<file path="src/rtl/noc_rx_pkg.sv">
// Shared types and default widths for the NoC receive-side packet controller.
package noc_rx_pkg;

    localparam int unsigned DATA_W = 32;
    localparam int unsigned ADDR_W = 8;
    localparam int unsigned DEPTH  = 4;
    localparam int unsigned CNT_W  = 8;
    localparam int unsigned PKT_W  = ADDR_W + DATA_W;

    typedef enum logic [1:0] {
        IDLE,
        PRESENT,
        WAIT_LOW
    } rx_state_t;

    typedef struct packed {
        logic [ADDR_W-1:0] addr;
        logic [DATA_W-1:0] data;
    } pkt_t;

endpackage

</file>
<file path="src/rtl/noc_rx_fifo.sv">
// Synchronous packet FIFO. The head entry is visible combinationally on head.
// push_accept reports whether a push lands this cycle; it is high when
// there is room, or when the FIFO is full but a pop frees the head entry
// in the same cycle.
module noc_rx_fifo #(
    parameter int unsigned DEPTH    = noc_rx_pkg::DEPTH,
    parameter type         pkt_type = noc_rx_pkg::pkt_t
) (
    input  logic                   clk,
    input  logic                   reset,
    input  logic                   push,
    input  pkt_type                push_data,
    input  logic                   pop,
    output pkt_type                head,
    output logic [$clog2(DEPTH):0] level,
    output logic                   empty,
    output logic                   push_accept
);

    localparam int unsigned PTR_W = $clog2(DEPTH);
    localparam int unsigned LVL_W = PTR_W + 1;

    pkt_type            mem [DEPTH];
    logic [PTR_W-1:0]   wr_ptr;
    logic [PTR_W-1:0]   rd_ptr;
    logic [LVL_W-1:0]   count;
    logic               full;
    logic               do_pop;

    assign full        = (count == LVL_W'(DEPTH));
    assign empty       = (count == '0);
    assign do_pop      = pop && !empty;
    assign push_accept = push && (!full || do_pop);
    assign head        = mem[rd_ptr];
    assign level       = count;

    // Pointer and occupancy bookkeeping; pointers wrap naturally (DEPTH is a power of 2).
    always_ff @(posedge clk) begin
        if (reset) begin
            wr_ptr <= '0;
            rd_ptr <= '0;
            count  <= '0;
        end else begin
            if (push_accept) begin
                wr_ptr <= wr_ptr + PTR_W'(1);
            end
            if (do_pop) begin
                rd_ptr <= rd_ptr + PTR_W'(1);
            end
            unique case ({push_accept, do_pop})
                2'b10:   count <= count + LVL_W'(1);
                2'b01:   count <= count - LVL_W'(1);
                default: count <= count;
            endcase
        end
    end

    // Storage array; contents need no reset since occupancy gates every read.
    always_ff @(posedge clk) begin
        if (push_accept) begin
            mem[wr_ptr] <= push_data;
        end
    end

endmodule

</file>
<file path="src/rtl/noc_rx_pkt_ctrl.sv">
// Receive-side controller between the NoC port and the Nios recv PIOs.
// Buffers incoming packets, presents one at a time under a 4-phase ack
// handshake, and counts packets dropped because the buffer was full.
module noc_rx_pkt_ctrl #(
    parameter int unsigned DATA_W = noc_rx_pkg::DATA_W,
    parameter int unsigned ADDR_W = noc_rx_pkg::ADDR_W,
    parameter int unsigned DEPTH  = noc_rx_pkg::DEPTH,
    parameter int unsigned CNT_W  = noc_rx_pkg::CNT_W
) (
    input  logic                   clk,
    input  logic                   reset,
    input  logic                   noc_valid,
    input  logic [ADDR_W-1:0]      noc_addr,
    input  logic [DATA_W-1:0]      noc_data,
    input  logic                   pk_ack,
    output logic                   pk_detect,
    output logic [ADDR_W-1:0]      recv_addr,
    output logic [DATA_W-1:0]      recv_data,
    output logic [$clog2(DEPTH):0] fifo_level,
    output logic [CNT_W-1:0]       overflow_cnt
);

    import noc_rx_pkg::*;

    // Local packet layout follows the instance widths, which may differ from the package defaults.
    typedef struct packed {
        logic [ADDR_W-1:0] addr;
        logic [DATA_W-1:0] data;
    } rx_pkt_t;

    rx_state_t state;
    rx_state_t state_nxt;
    logic      pop;
    logic      fifo_empty;
    logic      push_accept;
    rx_pkt_t   in_pkt;
    rx_pkt_t   fifo_head;

    assign in_pkt.addr = noc_addr;
    assign in_pkt.data = noc_data;

    noc_rx_fifo #(
        .DEPTH    (DEPTH),
        .pkt_type (rx_pkt_t)
    ) u_fifo (
        .clk         (clk),
        .reset       (reset),
        .push        (noc_valid),
        .push_data   (in_pkt),
        .pop         (pop),
        .head        (fifo_head),
        .level       (fifo_level),
        .empty       (fifo_empty),
        .push_accept (push_accept)
    );

    // Handshake state register.
    always_ff @(posedge clk) begin
        if (reset) begin
            state <= IDLE;
        end else begin
            state <= state_nxt;
        end
    end

    // Next-state and pop decode: present only when ack has returned low and a packet is waiting.
    always_comb begin
        state_nxt = state;
        pop       = 1'b0;
        unique case (state)
            IDLE: begin
                if (!pk_ack && !fifo_empty) begin
                    pop       = 1'b1;
                    state_nxt = PRESENT;
                end
            end
            PRESENT: begin
                if (pk_ack) begin
                    state_nxt = WAIT_LOW;
                end
            end
            WAIT_LOW: begin
                if (!pk_ack) begin
                    state_nxt = IDLE;
                end
            end
            default: state_nxt = IDLE;
        endcase
    end

    assign pk_detect = (state == PRESENT);

    // Capture the popped head; values hold through WAIT_LOW and IDLE until the next pop.
    always_ff @(posedge clk) begin
        if (reset) begin
            recv_addr <= '0;
            recv_data <= '0;
        end else if (pop) begin
            recv_addr <= fifo_head.addr;
            recv_data <= fifo_head.data;
        end
    end

    // Saturating count of strobes the FIFO could not accept.
    always_ff @(posedge clk) begin
        if (reset) begin
            overflow_cnt <= '0;
        end else if (noc_valid && !push_accept && (overflow_cnt != '1)) begin
            overflow_cnt <= overflow_cnt + CNT_W'(1);
        end
    end

endmodule

</file>
<file path="config.mk">
export PLATFORM = sky130hd
export DESIGN_NAME = noc_rx_pkt_ctrl
export DESIGN_NICKNAME = d
export VERILOG_FILES = /design/src/rtl/noc_rx_pkg.sv /design/src/rtl/noc_rx_fifo.sv /design/src/rtl/noc_rx_pkt_ctrl.sv
export SDC_FILE = /design/constraint.sdc
export NUM_CORES = 1
export LEC_CHECK = 0
export ABC_AREA = 1
export CORE_UTILIZATION = 45
export DETAILED_ROUTE_END_ITERATION = 8
export GPL_TIMING_DRIVEN = 0
export PLACE_DENSITY = 0.66
export SETUP_SLACK_MARGIN = 0.15
export SYNTH_ARGS = -nofsm -noshare
export SYNTH_HDL_FRONTEND = slang
export SYNTH_SLANG_ARGS = --single-unit
</file>
<file path="constraint.sdc">
create_clock -name clk -period 3.5 [get_ports clk]
set_input_delay 0.7 -clock clk [delete_from_list [all_inputs] [get_ports clk]]
set_output_delay 0.7 -clock clk [all_outputs]
set_load 0.05 [all_outputs]
</file>
---- Word level (Yosys, flattened, before mapping) ----
Memories as Yosys holds them, arrays and structs flattened. A register that Yosys moved wholly into a read port is not among the register bits.
Cells that the tools add are included.
storage, ports and cells
  register bits ........................... 17
  memory bits (writable) .................. 160
  logic and storage cells ................. 43
  memories ................................ 1
operators by class
  $add $sub $neg .......................... 5
  eq/ne operators ......................... 9
  multiplexer cells ....................... 9
  reduce and logical (&&, ||, !) cells .... 14
memory list
  name        depth  width  read ports  clocked after Yosys merged registers in  write ports  RTL line           source
  u_fifo.mem  4      40     1           1                                        1            noc_rx_fifo.sv:23  pkt_type mem [DEPTH];
operators with widths
  cell                                                 count
  adder 8 x 1 -> 8 bit, second input constant          1
  != test 8 bit, second input constant                 1
  2-to-1 mux 2 bit                                     3
  != test 2 bit, second input constant                 3
  one-hot mux 2 bit (3 select lines)                   1
  one-hot mux 3 bit (2 select lines)                   1
  logical AND 1 bit                                    5
  adder 2 x 1 -> 2 bit, second input constant          2
  equality test 2 x 1 -> 1 bit, second input constant  2
  equality test 2 bit, second input constant           2
  logical NOT 1 bit                                    4
  2-to-1 mux 1 bit                                     4
  adder 3 x 1 -> 3 bit, second input constant          1
  equality test 3 bit, second input constant           1
  logical NOT 3 bit                                    1
  AND reduction 3 bit                                  1
  subtractor 3 x 1 -> 3 bit, second input constant     1
  logical NOT 2 bit                                    1
  nonzero test 2 bit                                   1
  logical OR 1 bit                                     1

---- Longest topological paths before layout ----
  depth in word-level cells ............... 11
  gate-level depth with buffers ........... 11
  depth with buffers taken out ............ 11

---- Modules after synthesis ----
From an unflattened synthesis, not the netlist that was laid out.
unflattened totals
  cell total of the unflattened synthesis .. 721
  area total of the unflattened synthesis .. 8323.0 sq um
modules (own cells, without submodules)
  module           times used  cells an instance  area each (sq um)
  noc_rx_fifo      1           454                6372.4
  noc_rx_pkt_ctrl  1           267                1950.6

---- Worst setup path after synthesis ----
No wires, ideal clock.
  kind .................................... input to register
  start point ............................. input port pk_ack
  end point ............................... memory u_fifo.mem[0][0] (netlist bit), enable pin
  library setup time ...................... 437 ps
  arrival ................................. 2814 ps
  slack ................................... 249 ps
  cell stages on the path ................. 5
  path buffers ............................ 0
  cell sequence ........................... inv_1 > nand2_2 > nand2_1 > nand2_1 > nor2_1
on the way
  longest elaborated chain between the ends .. 9
RTL lines
  item                                    RTL line               source
  from (decl)                             noc_rx_pkt_ctrl.sv:15  input logic pk_ack,
  logical NOT 1 bit                       n/a
  logical AND 1 bit                       noc_rx_pkt_ctrl.sv:72  if (!pk_ack && !fifo_empty) begin
  2-to-1 mux 1 bit                        noc_rx_pkt_ctrl.sv:72
  2-to-1 mux 1 bit                        noc_rx_pkt_ctrl.sv:70  unique case (state)
  logical AND 1 bit                       noc_rx_fifo.sv:32      assign do_pop = pop && !empty;
  logical OR 1 bit                        noc_rx_fifo.sv:33      assign push_accept = push && (!full || do_pop);
  logical AND 1 bit                       noc_rx_fifo.sv:33
  2-to-1 mux 1 bit                        noc_rx_fifo.sv:60      if (push_accept) begin
  2-to-1 mux 1 bit (implied by the code)  noc_rx_fifo.sv:61      mem[wr_ptr] <= push_data;
  to (decl)                               noc_rx_fifo.sv:23
No other way between the ends.

---- Worst setup path in the final report ----
  start point ............................. input port pk_ack
  end point ............................... register u_fifo.count[2], in the netlist u_fifo.level[2]
on the way
  longest elaborated chain between the ends .. 9
  elaborated cells on any way between the ends .. 11
  classes of those cells .................. 2 x eq/ne; 3 x mux; 6 x reduce/logical
RTL lines
  item                                                                      RTL line               source
  logical NOT 1 bit (*)                                                     n/a
  logical AND 1 bit (*)                                                     noc_rx_pkt_ctrl.sv:72
  2-to-1 mux 1 bit (*)                                                      noc_rx_pkt_ctrl.sv:72
  2-to-1 mux 1 bit (*)                                                      noc_rx_pkt_ctrl.sv:70
  logical AND 1 bit (*)                                                     noc_rx_fifo.sv:32
  logical OR 1 bit                                                          noc_rx_fifo.sv:33
  logical AND 1 bit                                                         noc_rx_fifo.sv:33
  equality test 2 x 1 -> 1 bit or equality test 2 bit (tied branches)       noc_rx_fifo.sv:50      unique case ({push_accept, do_pop})
  one-hot mux 3 bit (2 select lines) or nonzero test 2 bit (tied branches)  n/a
  to (signal assigned)                                                      noc_rx_fifo.sv:51      2'b10: count <= count + LVL_W'(1);
  to (signal assigned)                                                      noc_rx_fifo.sv:52      2'b01: count <= count - LVL_W'(1);
  to (signal assigned)                                                      noc_rx_fifo.sv:53      default: count <= count;
  to (decl)                                                                 noc_rx_fifo.sv:26      logic [LVL_W-1:0] count;
Every way passes the cells marked *; elsewhere a longest branch is shown, timed or not.
A chain may end at the register's enable or synchronous reset.

==> summary.txt <==
Clock network
  • H-tree depth: 1
  • CTS Root Cell: clkbuf_16
  • Hold_buf cts: 0
  • Post-CTS Resized: 0
  • TritonCTS clock tree: yes
  • Setup Buffers After CTS: 0
  • Reg clk slew, reported paths: 0.06 ns
  • Worst-skew pair later-pin latency: 0.53 ns
  • Num CTS Buffers: 23
  • Maximum clock path buffer count: 3
  • Clk sinks: 217

Worst setup path
  • Slowest-stage cell, CP: clkdlybuf4s50_1
  • Reg2Reg Depth: 10
  • Startpoint class of the critical path: input port
  • Reg2reg setup slack: 1.14 ns
  • CP Class: in2reg
  • CP Depth: 12
  • CP endpoint kind: register
  • WP data required: 3.89 ns
  • Crit path max-delay family: simple AND/OR/NAND/NOR gates
  • Worst-path fanout max: 8
  • CP max stage delay: 0.45 ns
  • Crit-path cells: clkdlybuf4s50_1 -> inv_1 -> nand2_2 -> nand2_1 -> nand2_1 -> ha_1 -> inv_1 -> fa_1 -> a21oi_1 -> o21ai_0 -> o21ai_0 -> a21oi_1
  • Number of buffers and inverters on the critical path: 3
  • Crit path DAT: 3.00 ns

GRT
  • Global routing's busiest layer: met2
  • Global route total overflow: 0
  • Met2 Use GR: 35.7%
  • Initial antenna violation count: 2
  • Met3 Use GR: 4.00%
  • First-pass GRT wire length: 29000 µm
  • Largest net degree at the start of global routing: 28
  • M1 GR Usage: 26.2%
  • Vias in the first global route: 5696
  • Tot GR Track Use: 20.7%

Route
  • First-pass detailed-route iteration total: 5
  • Vias/cell: 5.38
  • Drt initial violations: 461
  • Final WL: 19000 µm
  • DRT antenna net count: 0
  • DRC violations left: 0
  • DR WL/cell: 17.9 µm
  • Total number of vias: 5707

Floorplan
  • Row count: 48
  • Die Width: 137 µm
  • Placeable Area: 17500 µm²
  • Ports: 96
  • Die Ht: 137 µm
  • Die area: 18700 µm²
  • Initial Util: 46.7%

Layout
  • Non-Filler Instances: 1060
  • Sequential cell area: 5950 µm²
  • Leading cell type in the layout, fill and taps excluded: nor2_1
  • Layout cells sized above 1: 8.75%
  • Fill cells: 1408
  • Fin nets: 868
  • Final core utilization: 59.2%
  • Layout area overhead: 26.8%
  • Most frequent cells in the layout: 174 x nor2_1, 160 x edfxtp_1, 115 x o21ai_0
  • Multi-input gate area: 1980 µm²

Synth
  • Post-synth top area share: 58.9%
  • Sequential area share after synthesis: 72.8%
  • Post-synth design cell area: 8160 µm²
  • Synth area leaders: edfxtp_1 59%, dfxtp_1 14%, nor2_1 8.2%
  • Distinct cells, synth: 27
  • Synth Warn #: 0
  • Post-synth EDFFs: 160
  • Post-synth top flop: edfxtp_1
  • Async set-or-reset flop fraction in the synthesized netlist: 0%
  • Register bit total from synthesis: 217
  • Synthesized instance count: 694
  • Mapped Avg Cell Area: 11.8 µm²
  • Syn nets: 745
  • Top cell type by total area after synthesis: edfxtp_1

Flow run
  • # Max-Cap Violations: 0

Placement
  • Port Buf Inserts: 94
  • Placer congestion estimate: 0.806
  • Placed cells: 1017
  • Post-DP HPWL: 11700 µm

Timing
  • RSZ-0062 raised after global routing: false
  • Setup violations, final: 0
  • Fmax: 0.384 GHz
  • Final Max Tran Viols: 0
  • Rel. slew slack: 47.6%
  • Worst Skew: 0.0194 ns
  • Count of final hold-check violations: 0
  • Final period utilization: 74.4%
  • Worst-Margin Slew: 0.784 ns
  • Fin crit period: 2.60 ns

Run status
  • Outcome: finished clean

Worst hold path
  • Hold path depth: 2
  • Hold Path Class: reg2reg

Power
  • Pleak: 3.59 nW
  • Design Power: 8.28 mW
  • VDD IR max: 0.509 mV
  • Power Dens Cells: 800 nW/µm²
-- cell type report --
class	count	area share [%]
clock inverters	19	2.68
diodes	1	0.0242
plain buffers	39	1.67
multi-input cells	414	19.2
inverters	24	0.870
clock buffers	23	5.56
flip-flops and latches	217	57.4
repair buffers	98	9.86
well taps	225	2.72
-- path summary, 6_finish.rpt --
path,start,end
max,pk_ack,u_fifo.level[2]$_SDFFE_PP0P_
min,overflow_cnt[7]$_SDFFE_PP0P_,overflow_cnt[7]$_SDFFE_PP0P_
max reg2reg,u_fifo.level[0]$_SDFFE_PP0P_,u_fifo.level[2]$_SDFFE_PP0P_
min reg2reg,overflow_cnt[7]$_SDFFE_PP0P_,overflow_cnt[7]$_SDFFE_PP0P_
-- cells in the mapped netlist (2+ instances only) --
| cell type | n |
|---|---|
| a21oi_1 | 12 |
| buf_1 | 2 |
| buf_2 | 14 |
| buf_4 | 2 |
| clkbuf_1 | 20 |
| dfxtp_1 | 57 |
| edfxtp_1 | 160 |
| ha_1 | 6 |
| inv_1 | 22 |
| inv_2 | 2 |
| nand2_1 | 32 |
| nand3_1 | 4 |
| nor2_1 | 178 |
| nor2_2 | 2 |
| o21ai_0 | 115 |
| o21ai_1 | 15 |
| o22ai_1 | 40 |
| xnor2_1 | 2 |
-- worst reg2reg max path, cell delays in order (launching register included) --
cell	delay [ns]
dfxtp_1	0.36
nor3_2	0.21
nand2_1	0.10
nand2_1	0.41
ha_1	0.23
inv_1	0.06
fa_1	0.37
a21oi_1	0.15
o21ai_0	0.13
o21ai_0	0.17
a21oi_1	0.05
-- per-layer routing --
| layer | wire (µm) | vias to the layer above |
|---|---|---|
| met5 | 17 | - |
| met4 | 409 | 2 |
| met3 | 1250 | 35 |
| met2 | 9080 | 199 |
| met1 | 8250 | 2781 |
| li1 | - | 2690 |
-- state kept, by name (all words and copies together) (netlist names) --
| register | flops |
|---|---|
| u_fifo.rd_ptr | 2 |
| u_fifo.mem | 160 |
| u_fifo.wr_ptr | 2 |
| recv_data | 32 |
| overflow_cnt | 8 |
| recv_addr | 8 |
| u_fifo.level | 3 |
| state | 2 |
-- kinds of logic after synthesis --
family | Yosys count | share of synthesized area (%)
simple gates | 221 | 10.5
flops | 217 | 72.8
compound gates | 183 | 12.0
buf+inv | 63 | 3.22
fa+ha+maj | 7 | 1.16
xor+xnor | 3 | 0.322
-- where the power goes --
part / leakage (nW) / switching [mW] / total, mW / internal (mW)
registers: 1.94 / 0.137 / 3.24 / 3.10
clock network: 0.406 / 1.03 / 2.69 / 1.67
logic: 1.25 / 1.63 / 2.36 / 0.723
total: 3.59 / 2.80 / 8.28 / 5.49
-- metrics by stage --
step | hold WS, ns | area (µm²) | setup TNS [ns] | worst slack [ns]
after global routing | 0.549 | 10300 | 0 | 0.718
after floorplan | 0.500 | 8160 | 0 | 0.249
after CTS | 0.515 | 10300 | 0 | 0.890
after global placement | 0.477 | 9390 | -265.64 | -1.72
after detailed placement | 0.506 | 9500 | 0 | 0.404
final | 0.518 | 10400 | 0 | 0.897
(Power assumes the default switching activity.)
